### src/rtl/mc_pkg.sv
// Shared constants for the multicycle control FSM: state codes, opcodes and ALUOp codes.
// Optional feature macro: MC_ADDI_EN (adds the addi instruction path).
package mc_pkg;

    localparam logic [3:0] S_FETCH     = 4'd0;
    localparam logic [3:0] S_DECODE    = 4'd1;
    localparam logic [3:0] S_MEM_ADR   = 4'd2;
    localparam logic [3:0] S_MEM_READ  = 4'd3;
    localparam logic [3:0] S_MEM_WB    = 4'd4;
    localparam logic [3:0] S_MEM_WRITE = 4'd5;
    localparam logic [3:0] S_EXECUTE   = 4'd6;
    localparam logic [3:0] S_ALU_WB    = 4'd7;
    localparam logic [3:0] S_BRANCH    = 4'd8;
    localparam logic [3:0] S_JUMP      = 4'd9;
    localparam logic [3:0] S_ADDI_EXEC = 4'd10;
    localparam logic [3:0] S_ADDI_WB   = 4'd11;

    localparam logic [5:0] OP_RTYPE = 6'b000000;
    localparam logic [5:0] OP_LW    = 6'b100011;
    localparam logic [5:0] OP_SW    = 6'b101011;
    localparam logic [5:0] OP_BEQ   = 6'b000100;
    localparam logic [5:0] OP_J     = 6'b000010;
    localparam logic [5:0] OP_ADDI  = 6'b001000;

    localparam logic [1:0] ALUOP_ADD   = 2'b00;
    localparam logic [1:0] ALUOP_SUB   = 2'b01;
    localparam logic [1:0] ALUOP_RTYPE = 2'b10;

    // State entered after DECODE; S_FETCH doubles as "opcode not recognised".
    function automatic logic [3:0] decode_target(input logic [5:0] op);
        logic [3:0] tgt;
        case (op)
            OP_LW, OP_SW: tgt = S_MEM_ADR;
            OP_RTYPE:     tgt = S_EXECUTE;
            OP_BEQ:       tgt = S_BRANCH;
            OP_J:         tgt = S_JUMP;
`ifdef MC_ADDI_EN
            OP_ADDI:      tgt = S_ADDI_EXEC;
`endif
            default:      tgt = S_FETCH;
        endcase
        return tgt;
    endfunction

endpackage

### src/rtl/mc_out_decode.sv
// State-to-control decode for the multicycle datapath; Moore outputs except the FETCH
// IRWrite/PCWrite gating on mem_ready. ADDI states decoded only with MC_ADDI_EN defined.
module mc_out_decode
    import mc_pkg::*;
(
    input  logic [3:0] state,
    input  logic       mem_ready,
    output logic       PCWrite,
    output logic       PCWriteCond,
    output logic       IorD,
    output logic       MemRead,
    output logic       MemWrite,
    output logic       MemtoReg,
    output logic       IRWrite,
    output logic       ALUSrcA,
    output logic       RegWrite,
    output logic       RegDst,
    output logic [1:0] PCSource,
    output logic [1:0] ALUSrcB,
    output logic [1:0] ALUOp
);

    // Per-state control strobes; anything not set for a state stays low.
    always_comb begin
        PCWrite     = 1'b0;
        PCWriteCond = 1'b0;
        IorD        = 1'b0;
        MemRead     = 1'b0;
        MemWrite    = 1'b0;
        MemtoReg    = 1'b0;
        IRWrite     = 1'b0;
        ALUSrcA     = 1'b0;
        RegWrite    = 1'b0;
        RegDst      = 1'b0;
        PCSource    = 2'b00;
        ALUSrcB     = 2'b00;
        ALUOp       = ALUOP_ADD;
        case (state)
            S_FETCH: begin
                MemRead = 1'b1;
                ALUSrcB = 2'b01;
                IRWrite = mem_ready;
                PCWrite = mem_ready;
            end
            S_DECODE: begin
                ALUSrcB = 2'b11;
            end
            S_MEM_ADR: begin
                ALUSrcA = 1'b1;
                ALUSrcB = 2'b10;
            end
            S_MEM_READ: begin
                MemRead = 1'b1;
                IorD    = 1'b1;
            end
            S_MEM_WB: begin
                RegWrite = 1'b1;
                MemtoReg = 1'b1;
            end
            S_MEM_WRITE: begin
                MemWrite = 1'b1;
                IorD     = 1'b1;
            end
            S_EXECUTE: begin
                ALUSrcA = 1'b1;
                ALUOp   = ALUOP_RTYPE;
            end
            S_ALU_WB: begin
                RegWrite = 1'b1;
                RegDst   = 1'b1;
            end
            S_BRANCH: begin
                ALUSrcA     = 1'b1;
                ALUOp       = ALUOP_SUB;
                PCWriteCond = 1'b1;
                PCSource    = 2'b01;
            end
            S_JUMP: begin
                PCWrite  = 1'b1;
                PCSource = 2'b10;
            end
`ifdef MC_ADDI_EN
            S_ADDI_EXEC: begin
                ALUSrcA = 1'b1;
                ALUSrcB = 2'b10;
            end
            S_ADDI_WB: begin
                RegWrite = 1'b1;
            end
`endif
            default: begin
                PCWrite = 1'b0;
            end
        endcase
    end

endmodule

### src/rtl/multicycle_control.sv
// Multicycle MIPS-style control FSM: next-state logic and state/illegal-op registers.
// Define MC_ADDI_EN to add the addi path (opcode 001000); otherwise it is flagged illegal.
module multicycle_control
    import mc_pkg::*;
#(
    parameter int STATE_W = 4
) (
    input  logic               clk,
    input  logic               rst_n,
    input  logic [5:0]         opcode,
    input  logic               mem_ready,
    output logic               PCWrite,
    output logic               PCWriteCond,
    output logic               IorD,
    output logic               MemRead,
    output logic               MemWrite,
    output logic               MemtoReg,
    output logic               IRWrite,
    output logic               ALUSrcA,
    output logic               RegWrite,
    output logic               RegDst,
    output logic [1:0]         PCSource,
    output logic [1:0]         ALUSrcB,
    output logic [1:0]         ALUOp,
    output logic               illegal_op,
    output logic [STATE_W-1:0] state
);

    logic [STATE_W-1:0] state_r;
    logic [3:0]         cur_s;
    logic [3:0]         next_s;
    logic [3:0]         target_s;
    logic               illegal_s;
    logic               illegal_r;
    logic               is_sw_r;

    assign cur_s      = state_r[3:0];
    assign target_s   = decode_target(opcode);
    assign state      = state_r;
    assign illegal_op = illegal_r;

    // Next-state selection; memory states hold until mem_ready.
    always_comb begin
        next_s    = S_FETCH;
        illegal_s = 1'b0;
        case (cur_s)
            S_FETCH:     next_s = mem_ready ? S_DECODE : S_FETCH;
            S_DECODE: begin
                next_s    = target_s;
                illegal_s = (target_s == S_FETCH);
            end
            S_MEM_ADR:   next_s = is_sw_r ? S_MEM_WRITE : S_MEM_READ;
            S_MEM_READ:  next_s = mem_ready ? S_MEM_WB : S_MEM_READ;
            S_MEM_WRITE: next_s = mem_ready ? S_FETCH : S_MEM_WRITE;
            S_EXECUTE:   next_s = S_ALU_WB;
`ifdef MC_ADDI_EN
            S_ADDI_EXEC: next_s = S_ADDI_WB;
`endif
            default:     next_s = S_FETCH;
        endcase
    end

    // State and flag registers; the lw/sw choice is captured while the opcode is valid in DECODE.
    always_ff @(posedge clk) begin
        if (!rst_n) begin
            state_r   <= STATE_W'(S_FETCH);
            illegal_r <= 1'b0;
            is_sw_r   <= 1'b0;
        end else begin
            state_r   <= STATE_W'(next_s);
            illegal_r <= illegal_s;
            if (cur_s == S_DECODE) begin
                is_sw_r <= (opcode == OP_SW);
            end else begin
                is_sw_r <= is_sw_r;
            end
        end
    end

    mc_out_decode u_out_decode (
        .state       (cur_s),
        .mem_ready   (mem_ready),
        .PCWrite     (PCWrite),
        .PCWriteCond (PCWriteCond),
        .IorD        (IorD),
        .MemRead     (MemRead),
        .MemWrite    (MemWrite),
        .MemtoReg    (MemtoReg),
        .IRWrite     (IRWrite),
        .ALUSrcA     (ALUSrcA),
        .RegWrite    (RegWrite),
        .RegDst      (RegDst),
        .PCSource    (PCSource),
        .ALUSrcB     (ALUSrcB),
        .ALUOp       (ALUOp)
    );

endmodule
### config.mk
export PLATFORM = sky130hd
export DESIGN_NAME = multicycle_control
export DESIGN_NICKNAME = d
export VERILOG_FILES = /design/src/rtl/mc_pkg.sv /design/src/rtl/mc_out_decode.sv /design/src/rtl/multicycle_control.sv
export SDC_FILE = /design/constraint.sdc
export NUM_CORES = 1
export LEC_CHECK = 0
export CAP_MARGIN = 40
export CORE_AREA = 3 3 40 42
export CTS_BUF_LIST = sky130_fd_sc_hd__clkbuf_16
export DETAILED_ROUTE_END_ITERATION = 10
export DIE_AREA = 0 0 43 45
export DONT_BUFFER_PORTS = 1
export PLACE_DENSITY = 0.54
export SLEW_MARGIN = 20
export SYNTH_ARGS = -nofsm -noshare
export SYNTH_HDL_FRONTEND = slang
export SYNTH_HIERARCHICAL = 1
export SYNTH_SLANG_ARGS = --single-unit
### constraint.sdc
create_clock -name clk -period 1.7 [get_ports clk]
set_input_delay 0.51 -clock clk [delete_from_list [all_inputs] [get_ports clk]]
set_output_delay 0.51 -clock clk [all_outputs]
set_load 0.1 [all_outputs]
==> results of run 1 <==
[synth_stat cells (all sizes together)]
cell type  count  area (sq um)
and3           1         6.260
nand3          2         10.01
xnor2          2         17.52
a31oi          1         6.260
o31ai          1         7.510
a211oi         1         7.510
and3b          1         8.760
nor4           2         12.51
nor3           6         30.03
o211ai         1         7.510
a2111oi        1         10.01
buf            5         36.28
inv            3         11.26
and2           2         12.51
nor3b          4         30.03
nor4b          1         23.77
nand2          4         15.01
nand2b         5         31.28
xor2           2         17.52
or2            1         6.260
a22o           1         8.760
o21ai          3         15.01
a21oi          4         20.02
or3b           3         26.28
dfxtp          6         120.1
nor2           5         18.77
nand4          2         12.51
and4b          1         10.01
nand4b         1         8.760
a211o          1         8.760
[cell families after synthesis]
| logic type | synth area share, % |
|---|---|
| buffers and inverters | 8.538 |
| flip-flops | 21.57 |
| XOR/XNOR | 6.293 |
| AND/OR/NAND/NOR | 47.19 |
| AO/OA/AOI/OAI | 16.41 |
[through the flow]
stage	TNS [ps]	hold WS, ps
3_5_place_dp	-255.1	499.0
3_3_place_gp	-198.5	475.9
2_1_floorplan	-7418	449.9
==> impl_metrics.ini, run 1 <==
[clock_tree]
clock-sinks = 6
clk_path_buf_depth = 2
numCtsBuffers = 3
post-cts-setup-buffers = 11
cts_resized = 20
holdBufCountCts = 0
cts-root-buf = clkbuf_16
cts-htree-levels = 1

[placed_design]
placedCellCount = 115
placement.io_buffers = 0
place_area_sq_um = 1172
place_ws_ps = -221.5
hpwlAfterDp_mm = 1.505
gp_congestion = 0.7497

[floorplanning]
pin_count = 30
start_util_pct = 43.33
row_count = 13
die_h_microns = 45
die-width_microns = 43

[run_status]
stop_stage = 4_1_cts
outcome = stopped before the end
stop_error = [ERROR DPL-0038] Utilization greater than 100%, impossible to legalize

[synth]
ys_types = 33
synth_seq_area_share_pct = 21.57
synth_area_sq_um = 556.8
syn-mean-instance-area_sq_um = 7.627
synth.net_count = 82
ys_ff_latch = 6
ys_warn_count = 6
synth_cells = 73
==> run 2: changes to the inputs <==
CORE_AREA = 3 3 64 66   (was 3 3 40 42)
CTS_BUF_LIST = not set   (was sky130_fd_sc_hd__clkbuf_16)
DIE_AREA = 0 0 67 69   (was 0 0 43 45)
PLACE_DENSITY = not set   (was 0.54)
PLACE_DENSITY_LB_ADDON = 0.15   (was not set)
==> impl_metrics.ini, run 2 <==
[run_status]
outcome = finished with violations
violations = setup timing

[pwr]
p_sw_share_pct = 35.25
combinationalPowerShare_pct = 36.3
p_switching_uw = 200.6
p_leak_uw = 0.0004945
peakVddDrop_mv = 0.3139
power.share.sequential_pct = 25.2
p_int_uw = 368.5
powerDensity_nw_per_um2 = 414.9
clkPwrFrac_pct = 38.5

[grt]
grt.total_usage_pct = 8.409
grt_pass1_wl_mm = 3.091
gr-total-overflow = 0
grt_pass1_vias = 698
grt_max_degree = 10
antenna_found_initial = 0

[sta]
rsz0062_at_grt = yes
fin_worst_skew_ps = 0.8123
fin_setup_tns_ps = -1713
max_freq_mhz = 517.8
whs_ps = 432.8
slew_violations = 0
finalHoldViolations = 0
maxSlewHeadroom_pct = 77.51
fin_crit_ps = 1931
period_share_pct = 113.6
tightest_slew_ps = 334.3
setup_viol_count_final = 15
final.setup.worst_slack_ps = -231.1

[placed_design]
place_area_sq_um = 1199
placedCellCount = 146
hpwlAfterDp_mm = 1.559
placement.io_buffers = 0
gp_congestion = 0.7705

[hold_path]
hold_class = in -> reg

[critical_path]
critPathMaxFanout = 4
cp_slowest_cell = or3b_4
critPathCaptureType = output port
critPathKind = reg -> out
max_stage_delay_ps = 400
arrival_ps = 1420
worst_ep_required_time_ps = 1190
path_cells = or3b_4, a211oi_4, buf_12
start_kind = register

[detailed_routing]
postRouteAntennaNets = 0
first_iter_violations = 22
vias = 695
firstDrtPassIters = 4
drc = 0
wl_per_cell_microns = 12.24
routed_wl_mm = 1.910
routed_via_density = 4.455

[synth]
async_reset_ff_share_pct = 0
synth.net_count = 82
synth_edf_count = 0
syn-mean-instance-area_sq_um = 7.627
yosys-top-cells-area = dfxtp_1, nand2b_1, nor3_1
synth.top_cells.by_count = dfxtp_1, nor3_1, nand2b_1, nor2_1
synth_cells = 73
ys.flop_type = dfxtp_1
yosysTopAreaCell = dfxtp_1
synth_area_sq_um = 556.8
ys_ff_latch = 6
ys_types = 33
synth_top_area_share_pct = 21.57
synth_seq_area_share_pct = 21.57
ys_warn_count = 6

[clock_tree]
numCtsBuffers = 3
clock-sinks = 6
clkTransAtPathRegs_ps = 40
clk_path_buf_depth = 2
cts-root-buf = clkbuf_8
clock_latency_ps = 220
cts_tree = built
cts-htree-levels = 1

[layout]
instances_no_fill = 156
post-route-util_pct = 37.74
layout_common_cells = buf_12, buf_4, nor3_4
antenna_cells = 0
areaGrowthSynthToFinish_pct = 146.3
largest_register_ffs = 4
drive_gt1_share_pct = 64.81
layout.nets = 119
final.fill_count = 382
fin_area_sq_um = 1371
layout.cells.most_common = buf_12

[flow_run]
drv_cap = 0

[floorplanning]
die-width_microns = 67
start_util_pct = 15.32
die_h_microns = 69
row_count = 22
pin_count = 30
coreArea_sq_um = 3633
die_area_sq_um = 4623
==> run 2: cell counts after synthesis <==
Identical to the previous run, type by type.
==> run 2: kinds of logic after synthesis <==
| group | count (synthesis) | share of synthesized area (%) |
|---|---|---|
| AOI/OAI and AO/OA | 14 | 16.41 |
| DFF | 6 | 21.57 |
| and+or+nand+nor | 41 | 47.19 |
| xor gates and xnor gates | 4 | 6.293 |
| buffers and inverters | 8 | 8.538 |
==> run 2: repair_timing <==
action / 4_1_cts / 5_1_grt
hold buffers: 0 / 0
cloned: 0 / 0
setup endpoints to repair: 16 / 17
buffers inserted: 5 / 2
pin swaps: 11 / 4
resized for setup: 16 / 4
==> run 2: metrics by stage <==
| stage | power [uW] | setup slack [ps] |
|---|---|---|
| after global routing | 589.2 | -259.1 |
| after global placement | 334.7 | -202.8 |
| after detailed placement | 336.4 | -201.4 |
| final | 569.0 | -231.1 |
| after floorplan | 290.9 | -791.9 |
| after CTS | 573.6 | -242.3 |
==> run 2: final timing paths <==
kind | start | to | slack, ps | cells past startpoint
setup / recovery | state[3] | PCWrite | -230 | 3
hold / removal | rst_n | state[3] | 430 | 2
setup reg to reg | state[1] | state[2] | 130 | 5
hold reg to reg | is_sw_r | is_sw_r | 480 | 2
==> run 2: power groups by stage <==
stage | registers, uW | logic (uW) | clock network [uW]
after detailed placement | 145 | 192 | 0
after CTS | 143 | 206 | 224
final | 143 | 207 | 219
after floorplan | 170 | 121 | 0
after global routing | 144 | 215 | 231
after global placement | 145 | 190 | 0
==> run 2: area by class of cell <==
class	instances	area, sq um	area share, %
multi-input cells	59	603.1	43.98
inverters	3	11.26	0.8212
flip-flops and latches	6	135.1	9.854
clock buffers	3	41.29	3.011
repair buffers	37	520.5	37.96
well taps	48	60.06	4.380
==> run 2: metal layers <==
metal  wire, microns  vias up  GRT usage (%)
met3             216        5          1.140
met4              40        0          4.054
met5               0        -              0
li1                -      337              -
met1             694      320          9.862
met2             959       33          14.52
==> run 2: critical path: cells and delay by family, from the launching register on <==
family                 cells  cell delay [ps]
DFF                        1              340
and+or+nand+nor            1              400
buffers and inverters      1              210
AOI/OAI and AO/OA          1              240
(Power assumes the default switching activity.)
